<file path="src/rtl/fx2ft_pkg.sv">
// rtl/fx2ft_pkg.sv - shared widths, defaults and special-case constants for fx2ft_arb
package fx2ft_pkg;

    localparam int DEF_NREQ = 4;
    localparam int DEF_ID_W = 2;
    localparam int FX_W     = 24;
    localparam int FT_W     = 32;

    localparam logic [FX_W-1:0] FX_MIN     = 24'h800000;
    localparam logic [FT_W-1:0] FT_ZERO    = 32'h0000_0000;
    localparam logic [FT_W-1:0] FT_NEG_TWO = 32'hC000_0000;

endpackage

</file>
<file path="src/rtl/fx2ft_arb_rr_arbiter.sv">
// rtl/fx2ft_arb_rr_arbiter.sv - round-robin selector starting the search at ptr
module rr_arbiter #(
    parameter int NREQ = 4,
    parameter int ID_W = 2
) (
    input  logic [NREQ-1:0] req_i,
    input  logic [ID_W-1:0] ptr_i,
    output logic [NREQ-1:0] grant_o,
    output logic [ID_W-1:0] grant_idx_o
);

    // Walk requesters from ptr upward with wraparound; first active one wins
    always_comb begin
        int  idx;
        logic found;
        idx         = 0;
        found       = 1'b0;
        grant_o     = '0;
        grant_idx_o = '0;
        for (int i = 0; i < NREQ; i++) begin
            idx = int'(ptr_i) + i;
            if (idx >= NREQ) idx = idx - NREQ;
            if (!found && req_i[idx]) begin
                found        = 1'b1;
                grant_o[idx] = 1'b1;
                grant_idx_o  = ID_W'(idx);
            end
        end
    end

endmodule

</file>
<file path="src/rtl/fx_to_ft.sv">
// rtl/fx_to_ft.sv - combinational Q1.22 signed fixed-point to IEEE-754 single converter
module fx_to_ft
    import fx2ft_pkg::*;
(
    input  logic [FX_W-1:0] fx_i,
    output logic [FT_W-1:0] ft_o
);

    logic [22:0] mag;
    logic [4:0]  lz;
    logic [22:0] frac;

    // Sign-magnitude split, leading-zero count and normalisation; zero and FX_MIN are handled by the caller
    always_comb begin
        mag = fx_i[23] ? (~fx_i[22:0] + 23'd1) : fx_i[22:0];
        lz  = 5'd0;
        for (int i = 0; i < 23; i++) begin
            if (mag[i]) lz = 5'(22 - i);
        end
        frac = mag << (lz + 5'd1);
        ft_o = {fx_i[23], 8'd127 - {3'b000, lz}, frac};
    end

endmodule

</file>
<file path="src/rtl/fx2ft_arb.sv">
// rtl/fx2ft_arb.sv - round-robin sharing of one fixed-to-float converter, two-stage pipeline
module fx2ft_arb
    import fx2ft_pkg::*;
#(
    parameter int NREQ = DEF_NREQ,
    parameter int ID_W = DEF_ID_W
) (
    input  logic                      clk,
    input  logic                      reset,
    input  logic [NREQ-1:0]           req_valid,
    input  logic [NREQ-1:0][FX_W-1:0] req_data,
    output logic [NREQ-1:0]           req_ready,
    output logic                      out_valid,
    output logic [FT_W-1:0]           out_data,
    output logic [ID_W-1:0]           out_id,
    input  logic                      out_ready
);

    logic            s1_v_q, s1_v_d;
    logic [FX_W-1:0] s1_fx_q, s1_fx_d;
    logic [ID_W-1:0] s1_id_q, s1_id_d;
    logic            s2_v_q, s2_v_d;
    logic [FT_W-1:0] s2_ft_q, s2_ft_d;
    logic [ID_W-1:0] s2_id_q, s2_id_d;
    logic [ID_W-1:0] ptr_q, ptr_d;

    logic            s1_adv, s2_adv;
    logic [NREQ-1:0] grant;
    logic [ID_W-1:0] grant_idx;
    logic [FT_W-1:0] conv_ft;
    logic [FT_W-1:0] ft_sel;

    rr_arbiter #(
        .NREQ (NREQ),
        .ID_W (ID_W)
    ) u_arb (
        .req_i       (req_valid),
        .ptr_i       (ptr_q),
        .grant_o     (grant),
        .grant_idx_o (grant_idx)
    );

    fx_to_ft u_conv (
        .fx_i (s1_fx_q),
        .ft_o (conv_ft)
    );

    // Handshake, grant gating and next-state of both stages and the round-robin pointer
    always_comb begin
        s2_adv    = !s2_v_q || out_ready;
        s1_adv    = !s1_v_q || s2_adv;
        req_ready = (!reset && s1_adv) ? grant : '0;

        // The converter cannot represent the two endpoints, so force them here
        if (s1_fx_q == '0)         ft_sel = FT_ZERO;
        else if (s1_fx_q == FX_MIN) ft_sel = FT_NEG_TWO;
        else                        ft_sel = conv_ft;

        s1_v_d  = s1_v_q;
        s1_fx_d = s1_fx_q;
        s1_id_d = s1_id_q;
        s2_v_d  = s2_v_q;
        s2_ft_d = s2_ft_q;
        s2_id_d = s2_id_q;
        ptr_d   = ptr_q;

        if (s1_adv) begin
            s1_v_d = |req_ready;
        end
        if (|req_ready) begin
            s1_fx_d = req_data[grant_idx];
            s1_id_d = grant_idx;
            ptr_d   = (grant_idx == ID_W'(NREQ - 1)) ? '0 : grant_idx + ID_W'(1);
        end
        if (s2_adv) begin
            s2_v_d  = s1_v_q;
            s2_ft_d = ft_sel;
            s2_id_d = s1_id_q;
        end
    end

    // Pipeline and pointer registers; reset clears contents so nothing in flight survives
    always_ff @(posedge clk) begin
        if (reset) begin
            s1_v_q  <= 1'b0;
            s1_fx_q <= '0;
            s1_id_q <= '0;
            s2_v_q  <= 1'b0;
            s2_ft_q <= '0;
            s2_id_q <= '0;
            ptr_q   <= '0;
        end else begin
            s1_v_q  <= s1_v_d;
            s1_fx_q <= s1_fx_d;
            s1_id_q <= s1_id_d;
            s2_v_q  <= s2_v_d;
            s2_ft_q <= s2_ft_d;
            s2_id_q <= s2_id_d;
            ptr_q   <= ptr_d;
        end
    end

    assign out_valid = s2_v_q;
    assign out_data  = s2_ft_q;
    assign out_id    = s2_id_q;

endmodule

</file>
<file path="config.mk">
export PLATFORM = sky130hd
export DESIGN_NAME = fx2ft_arb
export DESIGN_NICKNAME = d
export VERILOG_FILES = /design/src/rtl/fx2ft_pkg.sv /design/src/rtl/fx2ft_arb_rr_arbiter.sv /design/src/rtl/fx_to_ft.sv /design/src/rtl/fx2ft_arb.sv
export SDC_FILE = /design/constraint.sdc
export NUM_CORES = 1
export LEC_CHECK = 0
export CORE_ASPECT_RATIO = 1.25
export CORE_UTILIZATION = 50
export CTS_CLUSTER_DIAMETER = 80
export CTS_CLUSTER_SIZE = 28
export DETAILED_ROUTE_END_ITERATION = 12
export GPL_TIMING_DRIVEN = 1
export PLACE_DENSITY = 0.8
export SYNTH_ARGS = -nofsm -noshare
export SYNTH_HDL_FRONTEND = slang
export SYNTH_HIERARCHICAL = 1
export SYNTH_SLANG_ARGS = --single-unit
export TNS_END_PERCENT = 50
</file>
<file path="constraint.sdc">
create_clock -name clk -period 10.2 [get_ports clk]
set_input_delay 2.04 -clock clk [delete_from_list [all_inputs] [get_ports clk]]
set_output_delay 2.04 -clock clk [all_outputs]
set_load 0.01 [all_outputs]
</file>
==> impl_metrics.toml <==
[yosys]
yosysMostFrequentCell = "nand2_1"
netlist_top_cells_area = "dfxtp_1 (22%), mux4_2 (12%), nand2_1 (7.0%)"
syn_area_um2 = 5770
yosys_register_bits = 64
netlist.top_cell.by_area = "dfxtp_1"
synthCells = 683
synth_flop_cell = "dfxtp_1"
synth-async-reset-ratio_pct = 0
syn_avg_cell_area_um2 = 8.45
synth_enable_flop_cells = 0
synth_common_cells = "nand2_1 (108), a21oi_1 (71), dfxtp_1 (64), mux2i_1 (40)"
synth_warnings = 6
synth_top_area_share_pct = 22.2
yosysUniqueCellTypes = 80
synth.yosys.seq_area_share_pct = 22.2

[global_route]
grt_start_max_net_pins = 64
global_route.usage.total_pct = 26.4
grt_first_pass_wirelength_um = 25700
first_global_vias = 5590
antenna_found_initial = 0
total_congestion_overflow = 0

[detailed_routing]
drc = 4
detail_route.first_pass.iterations = 9
avgRoutedWirePerCell_um = 17.0
finalWirelength_um = 15700
dr_total_vias = 5761
detail-route-antenna-nets = 0
viasPerCell = 6.24
drt_iter0_drc = 246

[sta]
setup_repair_after_global_routing_missed_its_margin = "false"
clock_skew_ps = 12.1
min_period_over_period_pct = 64.2
worst_max_slew_margin_expressed_relative_to_the_limit_pct = 18.3
finalHoldViolCount = 0
setup_tns_ps = 0
min_period_ps = 6550
fmax_mhz = 153
setup_viol = 0
timing.final.max_slew_violations = 0
tightest_slew_ps = 1220

[placed_design]
gp_congestion = 0.910
detailedPlacementHpwl_um = 12200
port-buffer-count = 141

[cells_and_area]
drive_gt1_share_pct = 11.0
layout.nets = 897
filler_cell_count = 944
multi_input_area_um2 = 4130
final-seq-area_um2 = 1280
areaGrowthSynthToFinish_pct = 28.9
antennaDiodeCount = 0

[setup_path]
standard_cell_with_the_maximum_stage_delay_on_the_critical_path = "mux4_2"
cpLargestDelayFamily = "buffers and inverters"
r2r_cells = 15
setup.worst_path.end_class = "output pin"
cp-endpoint = "req_ready[0]"
critPathKind = "in -> out"
worst-endpoint-required_ps = 8160
startpoint = "req_valid[1]"
path_cells = "clkdlybuf4s50_1 > mux4_2 > nand2b_4 > nor3_4 > a22oi_1 > o21ai_1 > and3_1 > clkdlybuf4s50_1"
worst-path-max-fanout = 7
worstPathArrival_ps = 4510
reg2reg_setup_slack_ps = 3890
reg2reg_from = "s1_fx_q[23]"
crit_path_frequent_cell = "clkdlybuf4s50_1"
total_number_of_cells_along_the_worst_setup_path = 8
critPathMaxStageDelay_ps = 550
timing.rr.end = "out_data[15]"
critical_path_buf_inv_count = 2
cp-start-kind = "input pin"

[clock_tree]
ctsLongestPathBuffers = 2
cts.reportedPaths.clkPinSlew_ps = 50
cts.sinks = 64
tritoncts = "built"
ctsRootBufferMaster = "clkbuf_16"
cts.repair.resized = 0
numCtsBuffers = 9
ctsHoldBuffers = 0
worstSkewPairLatency_ps = 340
clock_tree.htree_level_count = 3
postCtsSetupBuffers = 0

[floorplanning]
die_footprint_um2 = 12000
start_util_pct = 51.6
design.portCount = 142
placeableCoreArea_um2 = 11200
die_h_um = 122
die_width_um = 98.1
count_of_standard_cell_rows = 43

[job]
maxCapViolCount = 0

[outcome]
outcome = "complete, but fails checks"
failed_checks = "design-rule violations"

[hold_path]
worstHoldPathType = "reg -> reg"
worst min-delay path: stages, from the launching register on:
cell	delay (ps)
dfxtp_1	310
nand2_1	50
a21oi_1	50
how the worst min path moves through the flow:
stage,from,end,slack [ps],cells after the start
final,s1_id_q[0],s1_id_q[0],460,2
after global routing,out_data[5],out_data[5],470,2
after CTS,s1_id_q[0],s1_id_q[0],460,2
after detailed placement,s1_id_q[0],s1_id_q[0],450,2
after global placement,s1_id_q[0],s1_id_q[0],440,2
after floorplan,s1_id_q[0],out_id[0],440,2
area by class of cell:
type                            count  area share [%]
Clock buffer                       10            3.21
Clock inverter                      6            1.55
Inverter                           18           0.908
Multi-Input combinational cell    544            55.4
Sequential cell                    64            17.2
Tap cell                          135            2.27
Timing Repair Buffer              146            19.4
cells by family after synthesis:
group                      after synthesis  share of synthesized area [%]
adders and majority gates               11                           2.38
other                                    2                          0.130
xor gates and xnor gates                28                           4.70
AOI/OAI and AO/OA                      200                           23.0
and+or+nand+nor                        221                           19.4
muxes                                   81                           21.4
DFF                                     64                           22.2
buffers and inverters                   76                           6.79
placed cells by master, fill, tap and decap left out, types with 11 or more instances in the layout:
cell and instances:
inv_1 16, clkdlybuf4s50_1 140, nand2_1 108, nor2_1 24, o21ai_0 18, mux4_2 32
xor2_1 16, a21oi_1 71, dfxtp_1 64, ha_1 11, o211ai_1 32, and3_1 12
mux2i_1 40
flip-flops by register name, indices dropped and copies added (netlist names):
signal	count
out_valid	1
s1_fx_q	24
s1_v_q	1
out_id	2
s1_id_q	2
out_data	32
ptr_q	2
stage by stage:
step	cell area [um^2]	util, %	hold WS [ps]	std cells	setup WS, ps
floorplan	5780	-	437	684	4850
global placement	7090	63.3	443	907	3820
detailed placement	7090	63.3	450	907	3650
CTS	7440	66.5	457	923	3650
global route	7440	66.5	473	923	3510
finish	7440	66.5	456	923	3650
metal layers:
metal  GRT usage (%)  vias up  part of all wire (%)
met3            4.48       42                   4.6
met2            50.6      224                    53
li1                -     2757                     -
met4            13.7        0                   4.3
met1            27.5     2738                    38
met5               0        -                     0
Power is not shown: default switching activity piles up to over one toggle a cycle in this logic, so the estimate is an artifact.
